--- src/rtl/rr_arbiter_mux.sv ---
// rr_arbiter_mux: N-to-1 streaming multiplexer with round-robin arbitration.
// A burst (words up to and including in_last) is locked to one channel and
// never interleaved. The output stage is a single registered valid/ready slot;
// in_ready depends combinationally on out_ready so a word can be accepted in
// the same cycle the previous one leaves.
module rr_arbiter_mux #(
   parameter int CHANNELS = 4,
   parameter int BUS_SIZE = 32
) (
   input  logic                           clk,
   input  logic                           reset,
   input  logic [CHANNELS-1:0]            in_valid,
   input  logic [CHANNELS-1:0]            in_last,
   output logic [CHANNELS-1:0]            in_ready,
   input  logic [CHANNELS*BUS_SIZE-1:0]   data_in,
   output logic [BUS_SIZE-1:0]            data_out,
   output logic                           out_valid,
   output logic                           out_last,
   output logic [$clog2(CHANNELS)-1:0]    out_channel,
   input  logic                           out_ready,
   output logic                           busy
);

   localparam int          CW  = $clog2(CHANNELS);
   localparam int unsigned NCH = CHANNELS;

   typedef logic [CW-1:0] chan_t;
   typedef enum logic {IDLE, LOCKED} state_t;

   // Channel index arithmetic that wraps at CHANNELS (not necessarily a power of two).
   function automatic chan_t wrap_add(chan_t base, int unsigned off);
      int unsigned s;
      s = 32'(base) + off;
      if (s >= NCH) begin
         s = s - NCH;
      end
      return chan_t'(s);
   endfunction

   function automatic chan_t next_ch(chan_t ch);
      return (ch == chan_t'(CHANNELS - 1)) ? chan_t'(0) : chan_t'(ch + chan_t'(1));
   endfunction

   state_t              state_reg, state_next;
   chan_t               ptr_reg, ptr_next;
   chan_t               lock_reg, lock_next;
   logic [BUS_SIZE-1:0] data_reg;
   logic                valid_reg;
   logic                last_reg;
   chan_t               chan_reg;

   logic [BUS_SIZE-1:0] chan_data [CHANNELS];
   chan_t               winner;
   logic                any_valid;
   logic                slot_free;
   logic                accept;
   chan_t               accept_ch;

   // Unpack the flat data bus into one word per channel.
   genvar gi;
   generate
      for (gi = 0; gi < CHANNELS; gi++) begin : g_unpack
         assign chan_data[gi] = data_in[gi*BUS_SIZE +: BUS_SIZE];
      end
   endgenerate

   // Ready is one-hot on the accepted channel, zero otherwise.
   generate
      for (gi = 0; gi < CHANNELS; gi++) begin : g_ready
         assign in_ready[gi] = accept && (accept_ch == chan_t'(gi));
      end
   endgenerate

   assign slot_free   = !valid_reg || out_ready;
   assign data_out    = data_reg;
   assign out_valid   = valid_reg;
   assign out_last    = last_reg;
   assign out_channel = chan_reg;
   assign busy        = (state_reg == LOCKED);

   // Rotating-priority search: first valid channel starting at ptr, wrapping.
   always_comb begin
      winner    = ptr_reg;
      any_valid = 1'b0;
      for (int i = 0; i < CHANNELS; i++) begin
         if (!any_valid && in_valid[wrap_add(ptr_reg, i)]) begin
            winner    = wrap_add(ptr_reg, i);
            any_valid = 1'b1;
         end
      end
   end

   // Arbitration FSM: next state, pointer and lock channel, plus the accept decision.
   always_comb begin
      state_next = state_reg;
      ptr_next   = ptr_reg;
      lock_next  = lock_reg;
      accept     = 1'b0;
      accept_ch  = winner;
      if (!reset) begin
         case (state_reg)
            IDLE: begin
               if (any_valid && slot_free) begin
                  accept = 1'b1;
                  if (in_last[winner]) begin
                     ptr_next = next_ch(winner);
                  end else begin
                     state_next = LOCKED;
                     lock_next  = winner;
                  end
               end
            end
            LOCKED: begin
               // Only the locked channel may proceed, even if it is momentarily idle.
               accept_ch = lock_reg;
               if (in_valid[lock_reg] && slot_free) begin
                  accept = 1'b1;
                  if (in_last[lock_reg]) begin
                     state_next = IDLE;
                     ptr_next   = next_ch(lock_reg);
                  end
               end
            end
            default: begin
               state_next = IDLE;
            end
         endcase
      end
   end

   // Arbitration state registers.
   always_ff @(posedge clk) begin
      if (reset) begin
         state_reg <= IDLE;
         ptr_reg   <= '0;
         lock_reg  <= '0;
      end else begin
         state_reg <= state_next;
         ptr_reg   <= ptr_next;
         lock_reg  <= lock_next;
      end
   end

   // Output slot: load on accept, empty on a transfer with nothing new behind it.
   always_ff @(posedge clk) begin
      if (reset) begin
         valid_reg <= 1'b0;
         data_reg  <= '0;
         last_reg  <= 1'b0;
         chan_reg  <= '0;
      end else if (accept) begin
         valid_reg <= 1'b1;
         data_reg  <= chan_data[accept_ch];
         last_reg  <= in_last[accept_ch];
         chan_reg  <= accept_ch;
      end else if (valid_reg && out_ready) begin
         valid_reg <= 1'b0;
      end
   end

endmodule

--- config.mk ---
export PLATFORM = sky130hd
export DESIGN_NAME = rr_arbiter_mux
export DESIGN_NICKNAME = d
export VERILOG_FILES = /design/src/rtl/rr_arbiter_mux.sv
export SDC_FILE = /design/constraint.sdc
export NUM_CORES = 1
export LEC_CHECK = 0
export ABC_CLOCK_PERIOD_IN_PS = 3680
export BUFFER_PORTS_ARGS = -buffer_cell sky130_fd_sc_hd__buf_2
export CAP_MARGIN = 20
export CORE_MARGIN = 1
export CORE_UTILIZATION = 46
export DETAILED_ROUTE_END_ITERATION = 10
export HOLD_SLACK_MARGIN = 0.03
export PLACE_DENSITY = 0.87
export SYNTH_ARGS = -nofsm -noshare
export SYNTH_HDL_FRONTEND = slang
export SYNTH_SLANG_ARGS = --single-unit
--- constraint.sdc ---
create_clock -name clk -period 3.68 [get_ports clk]
set_input_delay 0.736 -clock clk [delete_from_list [all_inputs] [get_ports clk]]
set_output_delay 0.736 -clock clk [all_outputs]
set_load 0.02 [all_outputs]
Yosys cells after proc, flatten, opt, wreduce, memory -nomap -nowiden:

Cells that the tools add are included.

* input bits: 139
* memory bits (read-only): 0
* logic and storage cells: 110
* latch bits: 0
* flip-flop bits (word level): 41
* memories: 0
* RAM bits: 0
* output and inout port bits: 41

* equality and inequality tests: 9
* reduce and logical (&&, ||, !) cells: 19
* divide/modulo/power cells: 0
* $mul: 0
* $add $sub $neg: 9
* order comparisons: 12
* mux-type cells: 51
* shifts and indexed selects: 0
* bitwise logic cells: 3

Operator list (number)
* binary-select mux 32 bit (select 2 bit): 1
* 2-to-1 mux 32 bit: 2
* 2-to-1 mux 2 bit: 16
* < comparator 2 x 3 -> 1 bit, second input constant: 7
* 2-to-1 mux 1 bit: 21
* binary-select mux 1 bit (select 2 bit): 8
* >= comparator 3 bit, second input constant: 4
* logical AND 1 bit: 10
* equality test 2 bit, second input constant: 4
* subtractor 2 x 1 -> 2 bit, second input constant: 4
* adder 2 x 2 -> 3 bit, second input constant: 2
* adder 2 x 1 -> 2 bit, second input constant: 2
* zero test 1 bit: 4
* != test 2 x 1 -> 1 bit, second input constant: 2
* != test 2 bit, second input constant: 2
* one-hot mux 1 bit (2 select lines): 2
* one-hot mux 2 bit (2 select lines): 1
* AND reduction 4 bit: 1
* adder 2 x 1 -> 3 bit, second input constant: 1
* >= comparator 2 x 3 -> 1 bit, second input constant: 1
* inverter 2 -> 3 bit: 1
* AND reduction 3 bit: 1
* equality test 2 x 1 -> 1 bit, second input constant: 1
* zero test 2 bit: 1
* other kinds (3): 4

Logic depth before layout (Yosys ltp):

* depth after elaboration: 20
* mapped depth: 10
* gate-level depth less buffers: 6

Worst setup path before layout:

No wires, ideal clock.

* kind: input to output
* from: input in_valid[2]
* to: output in_ready[0]
* arrival time: 2.212 ns
* stages: 7
* buffers on the path: 2
* required time: 2.944 ns
* slack: 0.732 ns
* cells stage by stage: nor2b_4 o21ai_0 a31oi_1 or2_1 buf_2 buf_2 nor2_1

* cells in the longest elaborated chain, start to end: 17
* elaborated cells between the ends (all ways): 34
* classes of those cells: mux: 24; reduce/logical: 10

Ends and longest elaborated chain
* from (decl): line 12 `input logic [CHANNELS-1:0] in_valid,`
* binary-select mux 1 bit (select 2 bit): line 86 `if (!any_valid && in_valid[wrap_add(ptr_reg, i)]) begin`
* 2-to-1 mux 1 bit (not written as such): line 86
* 2-to-1 mux 1 bit: line 86
* zero test 1 bit: line 86
* logical AND 1 bit: line 86
* 2-to-1 mux 1 bit: line 86
* zero test 1 bit: line 86
* logical AND 1 bit: line 86
* 2-to-1 mux 1 bit: line 86
* zero test 1 bit: line 86
* logical AND 1 bit: line 86
* 2-to-1 mux 1 bit: line 86
* logical AND 1 bit: line 103 `if (any_valid && slot_free) begin`
* 2-to-1 mux 1 bit: line 103
* one-hot mux 1 bit (2 select lines): line 101 `case (state_reg)`
* 2-to-1 mux 1 bit: line 100 `if (!reset) begin`
* logical AND 1 bit (*): line 70 `assign in_ready[gi] = accept && (accept_ch == chan_t'(gi));`
* to (decl): line 14 `output logic [CHANNELS-1:0] in_ready,`

Mark *: on every way between the ends. The rest lies on a longest branch, timed or not. The select of a mux whose other input is x is not followed.

Final worst setup path:

* from: input in_valid[2]
* to: output in_ready[3]

The elaborated chain is that of the path after synthesis.

==> metrics.md <==
| Metric | Value |
|---|---|
| Crit path time final | `3.008 ns` |
| Post-CTS Hold Buffers | `0` |
| Final core utilization | `66.93%` |
| Worst Path Required | `2.94 ns` |
| Most used flip-flop cell after synthesis | `dfxtp_1` |
| CTS max path bufs | `2` |
| Largest area contributor in the netlist | `dfxtp_1` |
| Initial antenna violation count | `0` |
| Global route overflow | `0` |
| Synth top area cells | `dfxtp_1 (30%), mux2i_1 (24%), o22a_1 (11%)` |
| Die ar. | `6258 sq um` |
| Syn nets | `446` |
| HPWL Detailed | `5934 um` |
| Worst slew pin tran | `0.5437 ns` |
| Setup TNS Final | `0 ns` |
| Root buffer cell | `clkbuf_8` |
| Layout cells sized above 1 | `43.16%` |
| Max Transition Viols Final | `0` |
| # DRC | `0` |
| Number of diodes | `0` |
| Vias | `2887` |
| Yosys warns | `0` |
| Routing usage on met2 | `43.19%` |
| Worst skew pair latency | `0.28 ns` |
| Synth top area share | `30.01%` |
| Met1 Use GR | `25.64%` |
| Final period util | `81.75%` |
| Crit Path Max Fanout | `5` |
| Placer's final routability congestion estimate | `0.8196` |
| Post-synthesis cell type count | `44` |
| Layout Nets | `616` |
| Clock Pin Slew Worst Setup and Hold Paths | `0.07 ns` |
| Setup Crit Path Kind | `input port to primary output` |
| Core ar. | `5608 sq um` |
| Peak supply drop | `0.3960 mV` |
| Fraction of registers with async set/reset | `0%` |
| Die X | `79.11 um` |
| Rel. slew slack | `63.75%` |
| Initial Utilization | `48.77%` |
| CTS Buf Count | `5` |
| Largest net degree at the start of global routing | `47` |
| Drt via density | `5.278` |
| Met3 Use GR | `4.828%` |
| Max reg flops | `32` |
| Die height | `79.11 um` |
| Max-Cap Viols | `0` |
| Drt wl/cell | `13.91 um` |
| Postcts setup bufs | `0` |
| Number of flops mapped to enable cells by yosys | `0` |
| Drt total wl | `7610 um` |
| DR pass1 iterations | `4` |
| Most frequent cell after synthesis | `mux2i_1` |
| Seq/Total Area, Yosys | `30.01%` |
| CTS resizes | `0` |
| Layout area overhead | `37.24%` |
| Synth Cell Area | `2735 sq um` |
| Achievable Freq | `332.4 MHz` |
| First-pass GRT wire length | `11290 um` |
| Fin. Hold Viols | `0` |
| Hold Path Class | `flop to flop` |
| Final setup fails | `0` |
| Endpoint class of the critical path | `primary output` |
| Htree depth | `2` |
| GRT Total Usage | `22.69%` |
| Cell Rows | `27` |
| Iteration-0 DRC Markers | `144` |
| Post-route ant nets | `0` |
| Status | `complete, no violations` |
| Critical Path Start Type | `input port` |
| Power per Cell Area | `613.2 nW/um^2` |
| Number of global-route vias before repair | `2534` |
| I/O pins | `180` |
| Fill cells | `486` |
| Syn Inst Count | `306` |
| Global routing's busiest layer | `met2` |
| Synth Register Bits | `41` |
| Avg Cell Area, Syn | `8.938 sq um` |
| CTS tree | `yes` |
| CP arrival | `2.27 ns` |
| Post-synth top cells | `mux2i_1 (66), dfxtp_1 (41), nand2_1 (38), a21oi_1 (35), o22a_1 (33)` |
| Setup Skew | `0.009549 ns` |
| CTS Sinks | `41` |
| Input/output buffers | `179` |
| LEAKAGE | `2.031 nW` |
| RSZ-0062 raised after global routing | `no` |
-- per-stage QoR --
stage | hold WS [ns] | instances | setup slack [ns] | total power, mW | area, sq um
2_1_floorplan | 0.5333 | 306 | 0.7316 | 1.689 | 2735
3_3_place_gp | 0.4383 | 541 | 0.7217 | 2.011 | 3680
3_5_place_dp | 0.4448 | 541 | 0.6945 | 2.059 | 3680
4_1_cts | 0.4542 | 547 | 0.6777 | 2.318 | 3754
5_1_grt | 0.4809 | 547 | 0.5769 | 2.463 | 3754
6_report | 0.4522 | 547 | 0.6716 | 2.302 | 3754
-- routing by layer --
metal  part of all wire (%)  routed length, um
met5                      0                  0
met4                   0.45                 34
met3                    7.3                553
met2                     53               3996
met1                     40               3027
-- cell families (layout without fill, tap and decap cells) --
family	Yosys count	in the layout	share of synthesized area, %
DFF	41	41	30.01
muxes	72	72	27.58
and+or+nand+nor	75	75	13.27
AOI/OAI and AO/OA	87	87	23.19
adders and majority gates	1	1	0.4574
buffers and inverters	30	199	5.489
-- placed cells by master, fill, tap and decap left out, types with 2 or more instances in the layout --
master / count
o21ai_0: 4
inv_1: 4
nand2b_1: 3
clkbuf_8: 5
nor2_1: 13
mux2_1: 4
nor2b_1: 4
nand3_1: 5
o21ai_1: 2
buf_4: 10
mux2i_1: 66
dfxtp_1: 41
nand2_1: 38
a31oi_1: 2
o22a_1: 33
buf_2: 179
a21oi_1: 35
nand3b_1: 2
-- worst max-delay path, stage by stage --
cell      delay, ns
buf_2          0.13
or4_2          0.69
nand3_1        0.13
a21o_1         0.17
nand2b_1       0.20
nor2_1         0.05
buf_2          0.17
-- final timing paths --
path	start	to	slack, ns	depth (start not counted)
setup / recovery	in_valid[2]	in_ready[3]	0.67	7
hold / removal	data_out[15]	data_out[15]	0.45	2
setup reg to reg	ptr_reg[1]	ptr_reg[0]	1.27	6
hold reg to reg	data_out[15]	data_out[15]	0.45	2
-- report_power, final --
group          leakage, nW  internal (mW)  switching (mW)  total (mW)
sequential           0.336          0.579          0.0914       0.671
clock               0.0399          0.125           0.134       0.259
combinational         1.65          0.613           0.759        1.37
-- area by class of cell --
cell class / instances / area, sq um / share of cell area [%]
flip-flops and latches: 41 / 820.8 / 21.87
clock buffers: 5 / 68.82 / 1.833
repair buffers: 189 / 970.9 / 25.87
inverters: 4 / 15.01 / 0.4000
well taps: 72 / 90.09 / 2.400
clock inverters: 1 / 5.005 / 0.1333
multi-input cells: 235 / 1783 / 47.50
Power figures use the tool's default switching activity.
